[src/rtl/down_timer.sv]
// Loadable down-counter timer with a valid/ready load handshake.
// It produces a one-cycle terminal-count pulse and can optionally reload itself.
module down_timer #(
  parameter int WIDTH       = 4,
  parameter bit AUTO_RELOAD = 1'b1
) (
  input  logic             clk,
  input  logic             reset,
  input  logic             clear,
  input  logic             load_valid,
  input  logic [WIDTH-1:0] load_value,
  output logic             load_ready,
  input  logic             en,
  output logic [WIDTH-1:0] Q,
  output logic             busy,
  output logic             tc
);

  localparam logic [1:0] IDLE   = 2'd0;
  localparam logic [1:0] RUN    = 2'd1;
  localparam logic [1:0] EXPIRE = 2'd2;

  localparam logic [WIDTH-1:0] ZERO = '0;
  localparam logic [WIDTH-1:0] ONE  = WIDTH'(1);

  logic [1:0]       state;
  logic [WIDTH-1:0] reload_reg;
  logic             accept;

  assign busy       = (state == RUN);
  assign tc         = (state == EXPIRE);
  assign load_ready = ((state == IDLE) || (state == EXPIRE)) && !clear;
  assign accept     = load_valid && load_ready;

  always_ff @(posedge clk or posedge reset) begin
    if (reset) begin
      state      <= IDLE;
      Q          <= ZERO;
      reload_reg <= ZERO;
    end else if (clear) begin
      state <= IDLE;
      Q     <= ZERO;
    end else if (accept) begin
      Q          <= load_value;
      reload_reg <= load_value;
      state      <= (load_value != ZERO) ? RUN : EXPIRE;
    end else begin
      case (state)
        IDLE: Q <= ZERO;
        RUN: begin
          if (en) begin
            // A count of 0 in RUN is unreachable, but it still exits rather than wrapping.
            if (Q > ONE) begin
              Q <= Q - ONE;
            end else begin
              Q     <= ZERO;
              state <= EXPIRE;
            end
          end
        end
        EXPIRE: begin
          if (AUTO_RELOAD && (reload_reg != ZERO)) begin
            Q     <= reload_reg;
            state <= RUN;
          end else begin
            Q     <= ZERO;
            state <= IDLE;
          end
        end
        default: begin
          Q     <= ZERO;
          state <= IDLE;
        end
      endcase
    end
  end

endmodule

[config.mk]
export PLATFORM = sky130hd
export DESIGN_NAME = down_timer
export DESIGN_NICKNAME = d
export VERILOG_FILES = /design/src/rtl/down_timer.sv
export SDC_FILE = /design/constraint.sdc
export NUM_CORES = 1
export LEC_CHECK = 0
export ABC_CLOCK_PERIOD_IN_PS = 1800
export CAP_MARGIN = 20
export CORE_UTILIZATION = 53
export CTS_CLUSTER_DIAMETER = 60
export CTS_CLUSTER_SIZE = 14
export DETAILED_ROUTE_END_ITERATION = 16
export DONT_BUFFER_PORTS = 1
export GPL_ROUTABILITY_DRIVEN = 0
export PLACE_DENSITY = 0.71
export SYNTH_ARGS = -nofsm -noshare
export SYNTH_HDL_FRONTEND = slang
export SYNTH_SLANG_ARGS = --single-unit
[constraint.sdc]
create_clock -name clk -period 1.8 [get_ports clk]
set_clock_uncertainty 0.2 [all_clocks]
set_input_delay 0.36 -clock clk [delete_from_list [all_inputs] [get_ports clk]]
set_output_delay 0.36 -clock clk [all_outputs]
set_load 0.05 [all_outputs]
==> results_dict.tcl <==
set metrics [dict create \
    synth_area_um2 703 \
    detail-route-antenna-nets 0 \
    port_buffers 0 \
    pwr-share-seq_pct 34.0 \
    dp_slack_ns -0.00911 \
    slowest_delay_ns 0.41 \
    ir_drop_mv 0.849 \
    dp.cells 99 \
    cts_tree "yes" \
    layout.cells.non_filler 107 \
    ys_seq_area_share_pct 35.6 \
    syn_inst 71 \
    worstSetupPathType "reg -> out" \
    synth_nets 85 \
    final_cell_mix "buf_4, dfrtp_1, nor2_1" \
    numCtsBuffers 3 \
    sw_frac_of_total_pct 36.0 \
    clk_pin_slew_ns 0.08 \
    hp-class "in -> reg" \
    synthSimpleGateAreaFrac_pct 22.8 \
    grt_start_max_net_pins 11 \
    antenna_found_initial 0 \
    p_switching_mw 0.309 \
    grt_pass1_vias 666 \
    status "finished, final reports clean" \
    met1_length_um 773 \
    cts_root_buf "clkbuf_4" \
    tightest_slew_ns 0.402 \
    min_period_over_period_pct 98.8 \
    hp-start "load_value[0]" \
    crit_fanout 8 \
    path_common_cell "buf_4" \
    h-tree-depth 1 \
    rows 12 \
    seq_area_um2 254 \
    cp-end-kind "output port" \
    critPathArrivalTime_ns 1.22 \
    rsz0062_at_grt "yes" \
    die_w_um 38.4 \
    io_pins 16 \
    start_kind "register" \
    vias 682 \
    power_frac_clock_pct 24.0 \
    drv_cap 0 \
    fillers 81 \
    synth_top_family_by_area "simple AND/OR/NAND/NOR gates" \
    viasPerCell 6.37 \
    fin_tns_setup_ns 0 \
    utilization_pct 81.6 \
    crit_path_cell_trace "buf_4 > ha_4 > buf_4" \
    cp.required_ns 1.24 \
    synthFlopType "dfrtp_1" \
    yosys-top-cells-area "dfrtp_1, ha_1, mux2_2" \
    synth.distinct_cells 34 \
    drtIter0Drc 18 \
    p_comb_share_pct 42.0 \
    multi_input_area_um2 474 \
    overflow 0 \
    first_pass_iters 4 \
    synthXorXnorAreaFrac_pct 0 \
    area_delta_synth_final_pct 35.9 \
    drcViolationCount 0 \
    ys_ff_latch 10 \
    synth_area_per_cell_um2 9.90 \
    ys_async_sr_fraction_pct 100 \
    die_area_mm2 0.00148 \
    hold_violations 0 \
    cts.sinks 10 \
    layout-drive-gt1-share_pct 43.0 \
    die_h_um 38.4 \
    synth_top_cell_by_area "dfrtp_1" \
    grt_pass1_wl_mm 2.79 \
    synth-edff-count 0 \
    startpoint "state[0]" \
    dpl.hpwl_mm 1.31 \
    n_antenna_cell 0 \
    setup_viol 0 \
    r2r-start "state[1]" \
    yosysWarnings 0 \
    relSlewSlack_pct 73.2 \
    layout_commonest_cell "buf_4" \
    fin_ws_ns 0.0212 \
    power_density_mw_per_mm2 897 \
    fin_crit_ns 1.78 \
    dr_wl_met2_um 974 \
    synth_compound_area_share_pct 18.7 \
    wl_met3_um 158 \
    synthAdderAreaFrac_pct 8.90 \
    cts_max_path_buffers 2 \
    finalNetCount 108 \
    crit_slowest_cell "dfrtp_2" \
    wire_per_inst_um 18.1 \
    leakage_nw 0.429 \
    placeableCoreArea_mm2 0.00117 \
    synth_top_area_share_pct 35.6 \
    clkLatencyLatePin_ns 0.26 \
    fmax_mhz 562 \
    routed_wirelength_mm 1.94 \
    top_layer_used "met4" \
    start_util_pct 60.0 \
    track_usage_pct 28.3 \
    final-max-slew-violation-count 0 \
    muxShareOfSynthArea_pct 9.25 \
    p_int_mw 0.549 \
]
==> power groups by stage <==
stage | clock network [mW] | registers (mW) | logic, mW
final | 0.206 | 0.291 | 0.360
after detailed placement | 0 | 0.294 | 0.315
after global routing | 0.220 | 0.295 | 0.383
after CTS | 0.207 | 0.290 | 0.338
after floorplan | 0 | 0.318 | 0.194
after global placement | 0 | 0.291 | 0.311
==> synth_stat cells, types with 2 or more instances <==
library cell and n:
a21oi_1 2, a22oi_1 3, a2bb2oi_1 2, and3b_1 2, dfrtp_1 10, ha_1 5, inv_1 6, mux2_2 4
mux2i_1 2, nand2_1 3, nand2b_1 2, nor2_1 5, nor2b_1 2, nor4_1 2, o22ai_1 2
==> per-stage QoR <==
stage	cell area, µm²	total power [mW]	hold WS (ns)
2_1_floorplan	732	0.512	-0.0000243
3_3_place_gp	851	0.602	0.0484
3_5_place_dp	851	0.609	0.0570
4_1_cts	927	0.834	0.0508
5_1_grt	956	0.898	0.0461
6_report	956	0.857	0.0505
==> final cells by class <==
| class | count | share of cell area, % |
|---|---|---|
| clock buffers | 4 | 3.80 |
| inverters | 6 | 2.36 |
| multi-input cells | 54 | 49.6 |
| flip-flops and latches | 10 | 26.6 |
| well taps | 14 | 1.83 |
| repair buffers | 19 | 15.8 |
==> worst max-delay path, delay by kind of cell, from the launching register on <==
| kind | cells | cell delay, ns |
|---|---|---|
| flip-flops | 1 | 0.41 |
| buffers and inverters | 2 | 0.35 |
| adder cells (fa/ha/maj) | 1 | 0.19 |
==> metal layers <==
layer	track usage, %	vias up
met5	0	-
met2	51.3	37
met3	9.88	8
li1	-	314
met4	6.90	0
met1	31.4	323
==> what timing repair did <==
| action | in CTS | in global routing |
|---|---|---|
| endpoints found under the hold margin | 13 | 0 |
| gates resized for setup | 4 | 6 |
| pin swaps | 0 | 6 |
| endpoints found under the setup margin | 3 | 4 |
| setup buffers | 0 | 2 |
| hold buffers | 2 | 0 |
==> path summary, 6_finish.rpt <==
check	to	cells past startpoint	slack, ns
hold / removal	reload_reg[0]	1	0.05
setup reg to reg	Q[2]	6	0.06
min in group asynchronous	state[1]	2	0.34
setup / recovery	busy	3	0.02
hold reg to reg	reload_reg[3]	1	0.34
max in group asynchronous	Q[1]	2	0.75
==> cells by family (layout without fill, tap and decap cells) <==
family,Yosys count,in the layout
mux,6,6
buf+inv,7,29
simple gates,25,25
fa+ha+maj,5,5
flops,10,10
compound gates,18,18
No activity file was read; power rests on OpenSTA's default activity.
